### config.mk
export PLATFORM = sky130hd
export DESIGN_NAME = cdb_arbiter_flat
export DESIGN_NICKNAME = d
export VERILOG_FILES = /design/src/rtl/cdb_arbiter_if.sv /design/src/rtl/cdb_arbiter.sv /design/src/flat_wrapper.sv
export SDC_FILE = /design/constraint.sdc
export NUM_CORES = 1
export LEC_CHECK = 0
export BUFFER_PORTS_ARGS = -buffer_cell sky130_fd_sc_hd__buf_4
export CAP_MARGIN = 20
export CORE_MARGIN = 2
export CORE_UTILIZATION = 50
export DETAILED_ROUTE_END_ITERATION = 7
export GPL_TIMING_DRIVEN = 0
export PLACE_DENSITY = 0.78
export REMOVE_ABC_BUFFERS = 1
export SLEW_MARGIN = 20
export SYNTH_ARGS = -nofsm -noshare
export SYNTH_HDL_FRONTEND = slang
export SYNTH_SLANG_ARGS = --single-unit
### constraint.sdc
create_clock -name clk -period 8 [get_ports clk]
set_input_delay 1.6 -clock clk [delete_from_list [all_inputs] [get_ports clk]]
set_output_delay 1.6 -clock clk [all_outputs]
set_load 0.02 [all_outputs]
### src/rtl/cdb_arbiter_if.sv
// Result-producer and CDB broadcast signals of the CDB arbiter.
// The producers/observer side uses master; the arbiter uses slave.
interface cdb_arbiter_if #(
    parameter int ROB_ID_W = 4,
    parameter int DATA_W   = 32
);
    logic                alu_valid;
    logic [ROB_ID_W-1:0] alu_alias;
    logic [DATA_W-1:0]   alu_result;
    logic                alu_jump_res;
    logic [DATA_W-1:0]   alu_jump_pc;
    logic                alu_ready;

    logic                lsb_valid;
    logic [ROB_ID_W-1:0] lsb_alias;
    logic [DATA_W-1:0]   lsb_result;
    logic                lsb_ready;

    logic                cdb_valid;
    logic                cdb_src;
    logic [ROB_ID_W-1:0] cdb_alias;
    logic [DATA_W-1:0]   cdb_result;
    logic                cdb_jump_res;
    logic [DATA_W-1:0]   cdb_jump_pc;

    modport master (
        output alu_valid, alu_alias, alu_result, alu_jump_res, alu_jump_pc,
        input  alu_ready,
        output lsb_valid, lsb_alias, lsb_result,
        input  lsb_ready,
        input  cdb_valid, cdb_src, cdb_alias, cdb_result, cdb_jump_res, cdb_jump_pc
    );

    modport slave (
        input  alu_valid, alu_alias, alu_result, alu_jump_res, alu_jump_pc,
        output alu_ready,
        input  lsb_valid, lsb_alias, lsb_result,
        output lsb_ready,
        output cdb_valid, cdb_src, cdb_alias, cdb_result, cdb_jump_res, cdb_jump_pc
    );
endinterface

### src/rtl/cdb_arbiter.sv
// Shares the common data bus between the ALU and LSB: one small FIFO per producer,
// round-robin drain of one entry per cycle onto a registered broadcast, flushed on rollback.
module cdb_arbiter #(
    parameter int ROB_ID_W = 4,
    parameter int DATA_W   = 32,
    parameter int QDEPTH   = 2
) (
    input  logic          clk,
    input  logic          rst,
    input  logic          rdy,
    input  logic          rollback_signal,
    cdb_arbiter_if.slave  bus
);
    localparam int PTR_W = $clog2(QDEPTH);
    localparam int CNT_W = $clog2(QDEPTH + 1);
    localparam logic [CNT_W-1:0] FULL = CNT_W'(QDEPTH);

    typedef enum logic {SRC_ALU = 1'b0, SRC_LSB = 1'b1} src_e;

    typedef struct packed {
        logic [ROB_ID_W-1:0] rob_id;
        logic [DATA_W-1:0]   result;
        logic                jump_res;
        logic [DATA_W-1:0]   jump_pc;
    } alu_ent_t;

    typedef struct packed {
        logic [ROB_ID_W-1:0] rob_id;
        logic [DATA_W-1:0]   result;
    } lsb_ent_t;

    alu_ent_t            alu_mem [QDEPTH];
    lsb_ent_t            lsb_mem [QDEPTH];
    logic [PTR_W-1:0]    alu_wr_ptr, alu_rd_ptr, lsb_wr_ptr, lsb_rd_ptr;
    logic [CNT_W-1:0]    alu_cnt, lsb_cnt;

    src_e                rr_last, rr_next;
    logic                sched_en, alu_ne, lsb_ne;
    logic                alu_enq, lsb_enq, pop_alu, pop_lsb;
    alu_ent_t            alu_head;
    lsb_ent_t            lsb_head;

    logic                cdb_valid_q;
    src_e                cdb_src_q;
    logic [ROB_ID_W-1:0] cdb_alias_q;
    logic [DATA_W-1:0]   cdb_result_q;
    logic                cdb_jump_res_q;
    logic [DATA_W-1:0]   cdb_jump_pc_q;

    assign sched_en = rdy & ~rollback_signal;
    assign alu_ne   = (alu_cnt != '0);
    assign lsb_ne   = (lsb_cnt != '0);

    assign bus.alu_ready = sched_en & (alu_cnt != FULL);
    assign bus.lsb_ready = sched_en & (lsb_cnt != FULL);
    assign alu_enq       = bus.alu_valid & bus.alu_ready;
    assign lsb_enq       = bus.lsb_valid & bus.lsb_ready;

    // On a tie the source that did not win last time goes first.
    assign pop_alu = sched_en & alu_ne & (~lsb_ne | (rr_last == SRC_LSB));
    assign pop_lsb = sched_en & lsb_ne & ~pop_alu;

    assign alu_head = alu_mem[alu_rd_ptr];
    assign lsb_head = lsb_mem[lsb_rd_ptr];

    // NOTE: FIFO storage has no reset; emptiness is tracked by the counters alone,
    // which keeps the array out of the reset tree.
    always_ff @(posedge clk) begin
        if (alu_enq) begin
            alu_mem[alu_wr_ptr] <= '{rob_id:   bus.alu_alias,
                                     result:   bus.alu_result,
                                     jump_res: bus.alu_jump_res,
                                     jump_pc:  bus.alu_jump_pc};
        end
        if (lsb_enq) begin
            lsb_mem[lsb_wr_ptr] <= '{rob_id: bus.lsb_alias, result: bus.lsb_result};
        end
    end

    // NOTE: all clocked state uses non-blocking assignments so every register
    // samples pre-edge values regardless of statement order.
    always_ff @(posedge clk or negedge rst) begin
        if (!rst) begin
            alu_wr_ptr <= '0;
            alu_rd_ptr <= '0;
            alu_cnt    <= '0;
        end else if (rollback_signal) begin
            alu_wr_ptr <= '0;
            alu_rd_ptr <= '0;
            alu_cnt    <= '0;
        end else begin
            if (alu_enq) alu_wr_ptr <= alu_wr_ptr + PTR_W'(1);
            if (pop_alu) alu_rd_ptr <= alu_rd_ptr + PTR_W'(1);
            case ({alu_enq, pop_alu})
                2'b10:   alu_cnt <= alu_cnt + CNT_W'(1);
                2'b01:   alu_cnt <= alu_cnt - CNT_W'(1);
                default: alu_cnt <= alu_cnt;
            endcase
        end
    end

    always_ff @(posedge clk or negedge rst) begin
        if (!rst) begin
            lsb_wr_ptr <= '0;
            lsb_rd_ptr <= '0;
            lsb_cnt    <= '0;
        end else if (rollback_signal) begin
            lsb_wr_ptr <= '0;
            lsb_rd_ptr <= '0;
            lsb_cnt    <= '0;
        end else begin
            if (lsb_enq) lsb_wr_ptr <= lsb_wr_ptr + PTR_W'(1);
            if (pop_lsb) lsb_rd_ptr <= lsb_rd_ptr + PTR_W'(1);
            case ({lsb_enq, pop_lsb})
                2'b10:   lsb_cnt <= lsb_cnt + CNT_W'(1);
                2'b01:   lsb_cnt <= lsb_cnt - CNT_W'(1);
                default: lsb_cnt <= lsb_cnt;
            endcase
        end
    end

    // NOTE: the default assignment first means no path leaves rr_next unassigned,
    // so no latch is inferred.
    always_comb begin
        rr_next = rr_last;
        if (rollback_signal) rr_next = SRC_LSB;
        else if (pop_alu)    rr_next = SRC_ALU;
        else if (pop_lsb)    rr_next = SRC_LSB;
    end

    always_ff @(posedge clk or negedge rst) begin
        if (!rst) rr_last <= SRC_LSB;
        else      rr_last <= rr_next;
    end

    // Data outputs only change on a pop; an idle cycle just drops cdb_valid.
    always_ff @(posedge clk or negedge rst) begin
        if (!rst) begin
            cdb_valid_q    <= 1'b0;
            cdb_src_q      <= SRC_ALU;
            cdb_alias_q    <= '0;
            cdb_result_q   <= '0;
            cdb_jump_res_q <= 1'b0;
            cdb_jump_pc_q  <= '0;
        end else if (rollback_signal) begin
            cdb_valid_q <= 1'b0;
        end else if (rdy) begin
            if (pop_alu) begin
                cdb_valid_q    <= 1'b1;
                cdb_src_q      <= SRC_ALU;
                cdb_alias_q    <= alu_head.rob_id;
                cdb_result_q   <= alu_head.result;
                cdb_jump_res_q <= alu_head.jump_res;
                cdb_jump_pc_q  <= alu_head.jump_pc;
            end else if (pop_lsb) begin
                cdb_valid_q    <= 1'b1;
                cdb_src_q      <= SRC_LSB;
                cdb_alias_q    <= lsb_head.rob_id;
                cdb_result_q   <= lsb_head.result;
                cdb_jump_res_q <= 1'b0;
                cdb_jump_pc_q  <= '0;
            end else begin
                cdb_valid_q <= 1'b0;
            end
        end
    end

    assign bus.cdb_valid    = cdb_valid_q;
    assign bus.cdb_src      = cdb_src_q;
    assign bus.cdb_alias    = cdb_alias_q;
    assign bus.cdb_result   = cdb_result_q;
    assign bus.cdb_jump_res = cdb_jump_res_q;
    assign bus.cdb_jump_pc  = cdb_jump_pc_q;
endmodule

### src/flat_wrapper.sv
// flat-port wrapper written by rule: the top's interface ports become plain ports
module cdb_arbiter_flat 
#(
    parameter int ROB_ID_W = 4,
    parameter int DATA_W   = 32,
    parameter int QDEPTH   = 2
)
  (clk, rst, rdy, rollback_signal, bus_alu_valid, bus_alu_alias, bus_alu_result, bus_alu_jump_res, bus_alu_jump_pc, bus_alu_ready, bus_lsb_valid, bus_lsb_alias, bus_lsb_result, bus_lsb_ready, bus_cdb_valid, bus_cdb_src, bus_cdb_alias, bus_cdb_result, bus_cdb_jump_res, bus_cdb_jump_pc);
  cdb_arbiter_if #(.ROB_ID_W(ROB_ID_W), .DATA_W(DATA_W)) bus_i ();
  input  logic clk;
  input  logic rst;
  input  logic rdy;
  input  logic rollback_signal;
  input wire logic [$bits(bus_i.alu_valid)-1:0] bus_alu_valid;
  input wire logic [$bits(bus_i.alu_alias)-1:0] bus_alu_alias;
  input wire logic [$bits(bus_i.alu_result)-1:0] bus_alu_result;
  input wire logic [$bits(bus_i.alu_jump_res)-1:0] bus_alu_jump_res;
  input wire logic [$bits(bus_i.alu_jump_pc)-1:0] bus_alu_jump_pc;
  output wire logic [$bits(bus_i.alu_ready)-1:0] bus_alu_ready;
  input wire logic [$bits(bus_i.lsb_valid)-1:0] bus_lsb_valid;
  input wire logic [$bits(bus_i.lsb_alias)-1:0] bus_lsb_alias;
  input wire logic [$bits(bus_i.lsb_result)-1:0] bus_lsb_result;
  output wire logic [$bits(bus_i.lsb_ready)-1:0] bus_lsb_ready;
  output wire logic [$bits(bus_i.cdb_valid)-1:0] bus_cdb_valid;
  output wire logic [$bits(bus_i.cdb_src)-1:0] bus_cdb_src;
  output wire logic [$bits(bus_i.cdb_alias)-1:0] bus_cdb_alias;
  output wire logic [$bits(bus_i.cdb_result)-1:0] bus_cdb_result;
  output wire logic [$bits(bus_i.cdb_jump_res)-1:0] bus_cdb_jump_res;
  output wire logic [$bits(bus_i.cdb_jump_pc)-1:0] bus_cdb_jump_pc;
  assign bus_i.alu_valid = bus_alu_valid;
  assign bus_i.alu_alias = bus_alu_alias;
  assign bus_i.alu_result = bus_alu_result;
  assign bus_i.alu_jump_res = bus_alu_jump_res;
  assign bus_i.alu_jump_pc = bus_alu_jump_pc;
  assign bus_alu_ready = bus_i.alu_ready;
  assign bus_i.lsb_valid = bus_lsb_valid;
  assign bus_i.lsb_alias = bus_lsb_alias;
  assign bus_i.lsb_result = bus_lsb_result;
  assign bus_lsb_ready = bus_i.lsb_ready;
  assign bus_cdb_valid = bus_i.cdb_valid;
  assign bus_cdb_src = bus_i.cdb_src;
  assign bus_cdb_alias = bus_i.cdb_alias;
  assign bus_cdb_result = bus_i.cdb_result;
  assign bus_cdb_jump_res = bus_i.cdb_jump_res;
  assign bus_cdb_jump_pc = bus_i.cdb_jump_pc;
  cdb_arbiter #(.ROB_ID_W(ROB_ID_W), .DATA_W(DATA_W), .QDEPTH(QDEPTH)) u_core (.clk(clk), .rst(rst), .rdy(rdy), .rollback_signal(rollback_signal), .bus(bus_i));
endmodule
==> results.sh <==
export IMPL_status="finished clean"
export IMPL_use_met2=0.3717
export IMPL_crit_top_cell="buf_4"
export IMPL_row_count=55
export IMPL_holdWs_ns=0.4949
export IMPL_crit_path_start_kind="input pin"
export IMPL_min_period_ns=4.289
export IMPL_fin_total_pwr_mw=3.729
export IMPL_hp_class="flip-flop to flip-flop"
export IMPL_port_buffers=183
export IMPL_areaGrowthSynthToFinish_pct=25.15
export IMPL_grt_use_met1=0.2581
export IMPL_synthCells=695
export IMPL_crit_buf_inv=3
export IMPL_ir_worst_vdd_v=0.0001848
export IMPL_critPathArrivalTime_ns=2.69
export IMPL_syn_avg_cell_area_sq_um=16.54
export IMPL_cts_buffers=30
export IMPL_grt_pass1_wl_um=39950
export IMPL_ys_async_sr_fraction=0.2759
export IMPL_start_util=0.5093
export IMPL_top_usage_layer="met2"
export IMPL_drcViolationCount=0
export IMPL_chipWidth_um=155.6
export IMPL_place_gp_congestion=0.7606
export IMPL_clkSlewWorstSetupHoldPaths_ns=0.06
export IMPL_ios=184
export IMPL_nFillCells=1602
export IMPL_cts_max_level=1
export IMPL_crit_slowest_cell="nand2b_4"
export IMPL_dp_hpwl_um=17020
export IMPL_p_leak_nw=5.363
export IMPL_detail_route_iter0_violations=381
export IMPL_grt_start_max_net_pins=81
export IMPL_diodes=0
export IMPL_cts_resized=0
export IMPL_antenna_found_initial=0
export IMPL_synth_top_area_frac=0.5485
export IMPL_yosysWarningCount=0
export IMPL_detail_route_antenna_nets=0
export IMPL_yosysMostFrequentCell="edfxtp_1"
export IMPL_placed_cells=1146
export IMPL_utilization=0.6374
export IMPL_clockBufferDepth=3
export IMPL_ys_flop_type="edfxtp_1"
export IMPL_tightestPinTransition_ns=0.9478
export IMPL_track_usage=0.2112
export IMPL_die_area_sq_um=24220
export IMPL_first_pass_iters=4
export IMPL_syn_cell_area_sq_um=11500
export IMPL_cts_tree="yes"
export IMPL_pwr_density_cell_nw_per_um2=259.2
export IMPL_cp_end_kind="output pin"
export IMPL_wl_per_cell_um=21.31
export IMPL_synth_cells_most_frequent="edfxtp_1 (210), dfrtp_1 (79), mux2_2 (72)"
export IMPL_crit_fanout=48
export IMPL_grt_ovfl_total=0
export IMPL_final_setup_viol_count=0
export IMPL_slowest_delay_ns=0.39
export IMPL_via_per_inst=5.738
export IMPL_cts_root_buf="clkbuf_16"
export IMPL_synth_seq_cells=290
export IMPL_instances_no_fill=1202
export IMPL_nets=1004
export IMPL_synth_seq_area_share=0.7228
export IMPL_drv_cap=0
export IMPL_clk_latency_ns=0.54
export IMPL_hold_viol_final=0
export IMPL_yosysTopAreaCell="edfxtp_1"
export IMPL_critPathKind="input pin to output pin"
export IMPL_vias=6897
export IMPL_clock_sinks=290
export IMPL_maxSlewHeadroom=0.3681
export IMPL_use_met3=0.05750
export IMPL_period_share=0.5361
export IMPL_drv_slew=0
export IMPL_drive_gt1_frac=0.4220
export IMPL_grt_pass1_vias=7346
export IMPL_fin_skew_ns=0.01355
export IMPL_crit_chain="buf_4 -> nand2b_4 -> buf_12 -> nor2_1 -> buf_4"
export IMPL_synth_enable_flop_cells=210
export IMPL_yosysUniqueCellTypes=43
export IMPL_r2r_slack_ns=5.15
export IMPL_hold_buffers=0
export IMPL_fin_setup_tns_ns=0
export IMPL_die_h_um=155.6
export IMPL_drt_wl_total_um=25610
export IMPL_netlist_top_cells_area="edfxtp_1 (55%), dfrtp_1 (17%), mux2_2 (7.1%)"
export IMPL_rsz0062_at_grt="no"
export IMPL_max_freq_mhz=233.2
export IMPL_post_cts_setup_buffer_count=0
export IMPL_core_area_sq_um=22570
export IMPL_crit_required_ns=6.40
export IMPL_cpLargestDelayFamily="buffers and inverters"
-- placed cells by master (no fill, tap or decap), types with 3 or more instances in the layout --
master and instances:
a21oi_1 6, o21ai_0 38, buf_2 34, nand2_1 5
o21ai_1 3, bufinv_16 4, buf_16 5, buf_4 185
clkbuf_1 6, mux2i_1 33, nor4_1 36, nor2_1 6
o2bb2ai_1 13, o2bb2ai_2 20, o31ai_1 38, dfrtp_1 77
mux2_2 72, clkinv_2 11, edfxtp_1 210, clkbuf_8 4
a31oi_1 37, clkbuf_16 31
-- path summary, 6_finish.rpt --
| kind | cells after the start | start | to |
|---|---|---|---|
| max | 5 | rollback_signal | bus_lsb_ready |
| min | 2 | u_core.bus.cdb_result[9] | u_core.bus.cdb_result[9] |
| max reg2reg | 7 | u_core.alu_cnt[0] | u_core.alu_mem[1][25] |
| min reg2reg | 2 | u_core.bus.cdb_result[9] | u_core.bus.cdb_result[9] |
| max in group asynchronous | 1 | rst | u_core.alu_rd_ptr |
| min in group asynchronous | 1 | rst | u_core.bus.cdb_jump_pc[3] |
-- layer usage --
layer,up-vias,wire (um)
met4,0,582
met5,-,0
met2,240,12960
met1,3433,10110
li1,3181,-
met3,43,1955
-- final cells by class --
| class | instances | area [sq um] | share of cell area |
|---|---|---|---|
| sequential | 290 | 8314 | 0.5779 |
| multi-input combinational | 341 | 2922 | 0.2031 |
| timing repair buffer | 228 | 1759 | 0.1223 |
| clock buffer | 41 | 853.3 | 0.05931 |
| tap | 285 | 356.6 | 0.02478 |
| clock inverter | 15 | 175.2 | 0.01218 |
| inverter | 2 | 7.507 | 0.0005218 |
-- worst min-delay path, stage by stage (launching register included) --
cell and delay [ns]:
dfrtp_1 0.34, o21ai_1 0.06, o31ai_1 0.05
-- state kept, by name, summed over array words and instances (netlist names) --
register and flops:
u_core.bus.cdb_alias 4, u_core.alu_cnt 2, u_core.bus.cdb_jump_pc 32, u_core.alu_mem 138, u_core.bus.cdb_src 1, u_core.lsb_wr_ptr 1
u_core.lsb_rd_ptr 1, u_core.bus.cdb_valid 1, u_core.bus.cdb_jump_res 1, u_core.bus.cdb_result 32, u_core.lsb_cnt 2, u_core.alu_wr_ptr 1
u_core.rr_last 1, u_core.alu_rd_ptr 1, u_core.lsb_mem 72
-- per-stage QoR --
step | worst slack (ns) | area [sq um]
after floorplan | -1.480 | 11160
after global placement | -6.447 | 12890
after detailed placement | 3.696 | 13350
after CTS | 3.695 | 14380
after global routing | 3.592 | 14390
final | 3.711 | 14390
-- power by group --
group          total (mW)  switching [mW]  internal [mW]  leakage (nW)
logic               0.513           0.277          0.237          1.91
registers            1.79          0.0650           1.72          2.93
clock network        1.43           0.555          0.872         0.517
total                3.73           0.896           2.83          5.36
-- logic make-up after synthesis --
logic type	Yosys count	synth area share
flip-flops	290	0.7228
AO/OA/AOI/OAI	166	0.1096
multiplexers	105	0.09926
AND/OR/NAND/NOR	68	0.03690
buffers and inverters	64	0.02993
XOR/XNOR	2	0.001524
Power figures use the tool's default switching activity.
